===== config.mk =====
export PLATFORM = sky130hd
export DESIGN_NAME = lane_player_controller
export DESIGN_NICKNAME = d
export VERILOG_FILES = /design/src/rtl/lane_player_controller.sv
export SDC_FILE = /design/constraint.sdc
export NUM_CORES = 1
export LEC_CHECK = 0
export CAP_MARGIN = 10
export CORE_UTILIZATION = 44
export CTS_CLUSTER_DIAMETER = 80
export CTS_CLUSTER_SIZE = 10
export DETAILED_ROUTE_END_ITERATION = 10
export GPL_TIMING_DRIVEN = 0
export PLACE_DENSITY = 0.69
export SLEW_MARGIN = 20
export SYNTH_ARGS = -nofsm -noshare
export SYNTH_HDL_FRONTEND = slang
export SYNTH_SLANG_ARGS = --single-unit

===== constraint.sdc =====
create_clock -name clk -period 4.4 [get_ports clk]
set_input_delay 0.88 -clock clk [delete_from_list [all_inputs] [get_ports clk]]
set_output_delay 0.88 -clock clk [all_outputs]
set_load 0.05 [all_outputs]

===== src/rtl/lane_player_controller.sv =====
// Player lane controller for the lane-based shooter.
// Turns debounced left/right key levels into a lane index and pixel
// coordinates. Key presses are latched between frame ticks, an optional
// hold-to-repeat moves the player while a key stays down, and pressing
// both keys locks movement until both are released.
//
// state  | meaning
// IDLE   | no key held; apply a latched request on the next tick
// HOLD_L | left key held after a move; counts ticks for auto-repeat
// HOLD_R | right key held after a move; counts ticks for auto-repeat
// LOCK   | both keys involved; no moves until both keys are low
module lane_player_controller #(
    parameter int NUM_LANES    = 4,
    parameter int LANE_W       = 2,
    parameter int X_W          = 8,
    parameter int Y_W          = 7,
    parameter int X_BASE       = 14,
    parameter int X_PITCH      = 40,
    parameter int Y_POS        = 99,
    parameter int WRAP         = 0,
    parameter int REPEAT_DELAY = 30,
    parameter int REPEAT_RATE  = 8,
    parameter int CNT_W        = 6
) (
    input  logic              clk,
    input  logic              resetn,
    input  logic              tick,
    input  logic              key_left,
    input  logic              key_right,
    input  logic              repeat_en,
    output logic [LANE_W-1:0] lane,
    output logic [X_W-1:0]    x_current,
    output logic [Y_W-1:0]    y_current,
    output logic              moved,
    output logic              blocked,
    output logic              at_left,
    output logic              at_right
);

    typedef enum logic [1:0] {IDLE, HOLD_L, HOLD_R, LOCK} state_t;
    typedef enum logic [1:0] {REQ_NONE, REQ_LEFT, REQ_RIGHT} req_t;

    localparam logic [LANE_W-1:0] LAST     = LANE_W'(NUM_LANES - 1);
    localparam logic [CNT_W-1:0]  DELAY_TC = CNT_W'(REPEAT_DELAY);
    localparam logic [CNT_W-1:0]  RATE_TC  = CNT_W'(REPEAT_RATE);
    localparam logic [X_W-1:0]    BASE_C   = X_W'(X_BASE);
    localparam logic [X_W-1:0]    PITCH_C  = X_W'(X_PITCH);

    state_t            state;
    req_t              req;
    logic [CNT_W-1:0]  hold_cnt;
    logic              first_done;
    logic              left_q;
    logic              right_q;

    logic              rise_l;
    logic              rise_r;
    logic              lock_rise;
    logic              held;
    logic              other;
    logic [CNT_W-1:0]  cnt_inc;
    logic              rep_hit;
    logic              apply;
    logic              dir_left;
    logic              at_edge;
    logic [LANE_W-1:0] next_lane;
    logic              next_moved;
    logic              next_blocked;

    assign rise_l    = key_left & ~left_q;
    assign rise_r    = key_right & ~right_q;
    assign lock_rise = (rise_l & key_right) | (rise_r & key_left);
    assign held      = (state == HOLD_L) ? key_left : key_right;
    assign other     = (state == HOLD_L) ? key_right : key_left;
    assign cnt_inc   = hold_cnt + 1'b1;
    // first repeat waits the long delay, later repeats use the rate
    assign rep_hit   = tick & repeat_en & (cnt_inc == (first_done ? RATE_TC : DELAY_TC));

    assign y_current = Y_W'(Y_POS);
    assign at_left   = (lane == '0);
    assign at_right  = (lane == LAST);

    // decide whether this cycle applies a move and in which direction
    always_comb begin
        apply    = 1'b0;
        dir_left = 1'b0;
        case (state)
            IDLE: begin
                if (!lock_rise && tick && req != REQ_NONE) begin
                    apply    = 1'b1;
                    dir_left = (req == REQ_LEFT);
                end
            end
            HOLD_L: begin
                if (held && !other && rep_hit) begin
                    apply    = 1'b1;
                    dir_left = 1'b1;
                end
            end
            HOLD_R: begin
                if (held && !other && rep_hit) begin
                    apply = 1'b1;
                end
            end
            default: ;
        endcase
    end

    // resolve a move against the edge lanes (wrap or block)
    always_comb begin
        at_edge      = dir_left ? (lane == '0) : (lane == LAST);
        next_lane    = lane;
        next_moved   = 1'b0;
        next_blocked = 1'b0;
        if (apply) begin
            if (!at_edge) begin
                next_lane  = dir_left ? (lane - 1'b1) : (lane + 1'b1);
                next_moved = 1'b1;
            end else if (WRAP != 0) begin
                next_lane  = dir_left ? LAST : '0;
                next_moved = 1'b1;
            end else begin
                next_blocked = 1'b1;
            end
        end
    end

    // state machine, request latch and registered outputs
    always_ff @(posedge clk) begin
        if (!resetn) begin
            state      <= IDLE;
            req        <= REQ_NONE;
            hold_cnt   <= '0;
            first_done <= 1'b0;
            left_q     <= 1'b1;   // a key held through reset needs a release first
            right_q    <= 1'b1;
            lane       <= '0;
            x_current  <= BASE_C;
            moved      <= 1'b0;
            blocked    <= 1'b0;
        end else begin
            left_q    <= key_left;
            right_q   <= key_right;
            lane      <= next_lane;
            x_current <= BASE_C + X_W'(next_lane) * PITCH_C;
            moved     <= next_moved;
            blocked   <= next_blocked;

            // a fresh press always wins over clearing the consumed request
            if (state == LOCK || lock_rise)
                req <= REQ_NONE;
            else if (rise_l)
                req <= REQ_LEFT;
            else if (rise_r)
                req <= REQ_RIGHT;
            else if (state == IDLE && apply)
                req <= REQ_NONE;

            case (state)
                IDLE: begin
                    if (lock_rise) begin
                        state <= LOCK;
                    end else if (apply) begin
                        state      <= dir_left ? HOLD_L : HOLD_R;
                        hold_cnt   <= '0;
                        first_done <= 1'b0;
                    end
                end
                HOLD_L, HOLD_R: begin
                    if (!held) begin
                        state    <= IDLE;
                        hold_cnt <= '0;
                    end else if (other) begin
                        state    <= LOCK;
                        hold_cnt <= '0;
                    end else if (!repeat_en) begin
                        hold_cnt <= '0;
                    end else if (tick) begin
                        if (rep_hit) begin
                            hold_cnt   <= '0;
                            first_done <= 1'b1;
                        end else begin
                            hold_cnt <= cnt_inc;
                        end
                    end
                end
                default: begin
                    if (!key_left && !key_right)
                        state <= IDLE;
                end
            endcase
        end
    end

endmodule


==> metrics <==
worst stage delay on the critical path=590 ps; RSZ-0062 raised after global routing=no; Pwr Total=585 uW; vias per cell=5.38; CTS tree=built; ys async rst share=0%; Worst path slowest cell=clkdlybuf4s50_1; Post-synth EDFFs=0; CP Cell Sequence=clkdlybuf4s50_1, nand2_1, a21oi_1, or4_1, o21a_1, inv_1, fa_1, or4_1, a211oi_1, a31oi_1, o211ai_1; Static Leak=0.630 nW; status=finished, final reports clean; Final GP Congestion=0.898; Hold Crit Start=hold_cnt[5]; # hold bufs at CTS=0; area grow syn2layout=21.3%; Worst EP arrival=3970 ps; multiplexer area fraction after synthesis=1.43%; port bufs=16; DR WL/cell=12.6 microns; number of diodes=0; first-pass GRT wire length=5310 microns; die height=58.4 microns; clock-pin slew on the worst setup and hold paths=130 ps; Crit. End Element=register; Setup Skew=7.26 ps; unique cell type count in the Yosys netlist=47; Req. time, crit path=4640 ps; hpwl dp=2330 microns; Post-Synthesis Cells=168; antenna violation net count after detailed routing=0; reg-to-reg startpoint=hold_cnt[0]; grt total ovfl=0; post-synthesis adder-cell area fraction=5.90%; CTS root buf=clkbuf_4; fraction of layout cells with a size suffix above 1=10.7%; Mean Syn Cell Area=8.33 sq um; nets=209; Slew HR=57.5%; Die Wd=58.4 microns; clock latency at the later pin of the worst-skew pair=320 ps; Max rail drop VDD=0.204 mV; post-layout util=56.0%; starting density of the core=46.2%; Setup Buffers After CTS=0; initial drt markers=67; vias=1290; core area=0.00303 sq mm; fin crit share=84.7%; Synth Cell Area=0.00140 sq mm; Post-Synth XOR/XNOR Area=0.626%; row cnt=20; synthesized flop and latch total=22; WHS=512 ps; post-route setup TNS=0 ps; Simple-Gate Fraction of Synth Area=24.8%; Worst R2R Path Depth=11; fin crit period=3730 ps; vias in the first global route=1231; initial antenna violation count=0; placed insts=236; Worst path most repeated cell=or4_1; r2r endpoint=x_current[7]; Hold Path Sink=hold_cnt[5]; fmax=0.268 GHz; Final Hold Viols=0; first-pass iteration count of the detailed router=6; Residual DRC=0; Least-Margin Pin Slew=634 ps; Longest Clk Path Bufs=2; # setup viols final=0; die area=0.00341 sq mm; sequential-to-total area share from yosys stat=31.5%; r2r setup slk=1210 ps; Power Density=345 mW/mm^2; HP Class=reg2reg; Syn. warnings=0; hold path cells=2; Startpoint Class=input pin; Finished Layout Cells=240; Synth Area in Compound Gates=25.8%; H-tree Lvls=1; Max FO, Critical Path=8; largest family of logic cells by synthesized area=compound AO/OA/AOI/OAI gates; total of max-cap violations=0; WS Path Type=in2reg; Max Slew Vio Count=0; largest net degree at the start of global routing=14; clock sinks=22; Routed Wire Length=3020 microns; Post-synth top flop=dfxtp_1; total CTS buffers=3; global-route total usage across every layer=20.0%; I/O Pins=27; post-cts resize count=0
## sequential cells by signal, summed over array words and instances, names as in the netlist
| signal | count |
|---|---|
| hold_cnt | 6 |
| x_current | 5 |
| lane | 2 |
| req | 2 |
| state | 2 |
| blocked | 1 |
| first_done | 1 |
| left_q | 1 |
| moved | 1 |
| right_q | 1 |
## cell usage after synthesis, types with 3 or more instances
master | n | area share [%]
nor2b_1 | 3 | 1.3
o21a_1 | 6 | 3.2
dfxtp_1 | 22 | 31
nand3b_1 | 4 | 2.1
nand3_1 | 6 | 2.1
o21ai_0 | 8 | 2.9
nand2_1 | 8 | 2.1
and3_1 | 3 | 1.3
o211ai_1 | 3 | 1.6
nand2b_1 | 3 | 1.3
a31oi_1 | 5 | 2.2
inv_1 | 11 | 3.0
clkbuf_1 | 4 | 1.1
a21oi_1 | 11 | 3.9
and2_1 | 3 | 1.3
or4_1 | 4 | 2.1
nor2_1 | 11 | 3.0
buf_4 | 10 | 5.4
ha_1 | 5 | 4.5
## stage by stage
stage / instance area (sq um) / worst slack (ps)
6_report: 1700 / 672
3_3_place_gp: 1640 / 403
4_1_cts: 1700 / 709
2_1_floorplan: 1430 / 1350
3_5_place_dp: 1640 / 366
5_1_grt: 1700 / 473
## layout make-up
cell class                 instances  area, sq um
timing repair buffer              16          160
clock buffer                       3         22.5
clock inverter                     1         30.0
multi-input combinational        129          857
inverter                          11         41.3
tap                               44         55.1
fill                             291         1330
buffer                            14         90.1
sequential                        22          440
## critical path, delay by kind of cell
kind / cells / cell delay (ps)
compound gates: 5 / 1050
fa+ha+maj: 1 / 470
buf+inv: 2 / 740
simple gates: 3 / 830
## power breakdown
group / internal, mW / total (mW) / switching (mW)
registers: 0.211 / 0.220 / 0.00842
logic: 0.0704 / 0.207 / 0.137
clock network: 0.0922 / 0.158 / 0.0657
total: 0.374 / 0.585 / 0.211
## cells in the final DEF (no fill, tap or decap), types with 4 or more instances in the layout
cell type / n
clkdlybuf4s50_1: 16
o21a_1: 6
clkbuf_1: 4
nand3_1: 6
or4_1: 4
a31oi_1: 5
nor2_1: 11
conb_1: 10
ha_1: 5
inv_1: 11
nand3b_1: 4
nand2_1: 8
buf_4: 10
a21oi_1: 11
o21ai_0: 8
dfxtp_1: 22
## worst max path at each step
| stage | from | to | slack, ps |
|---|---|---|---|
| 3_5_place_dp | key_left | x_current[7] | 370 |
| 3_3_place_gp | key_left | x_current[7] | 400 |
| 4_1_cts | key_left | x_current[7] | 710 |
| 5_1_grt | key_left | x_current[7] | 470 |
| 6_report | key_left | x_current[7] | 670 |
| 2_1_floorplan | key_left | x_current[7] | 1350 |
## kinds of logic (layout without fill, tap and decap cells)
| kind of cell | after synthesis | in the layout |
|---|---|---|
| AOI/OAI and AO/OA | 52 | 52 |
| adders and majority gates | 6 | 6 |
| DFF | 22 | 22 |
| xor gates and xnor gates | 1 | 1 |
| other | 2 | 10 |
| muxes | 2 | 2 |
| and+or+nand+nor | 58 | 58 |
| buffers and inverters | 25 | 45 |
## per-layer routing
| layer | up-vias | global-route usage (%) | wire length, microns |
|---|---|---|---|
| met2 | 27 | 35.8 | 1540 |
| met1 | 604 | 24.0 | 1350 |
| met3 | 5 | 2.20 | 85 |
| li1 | 654 | - | - |
| met4 | 0 | 9.18 | 47 |
| met5 | - | 0 | 0 |
Note: power is estimated with default switching activity, not from simulation.
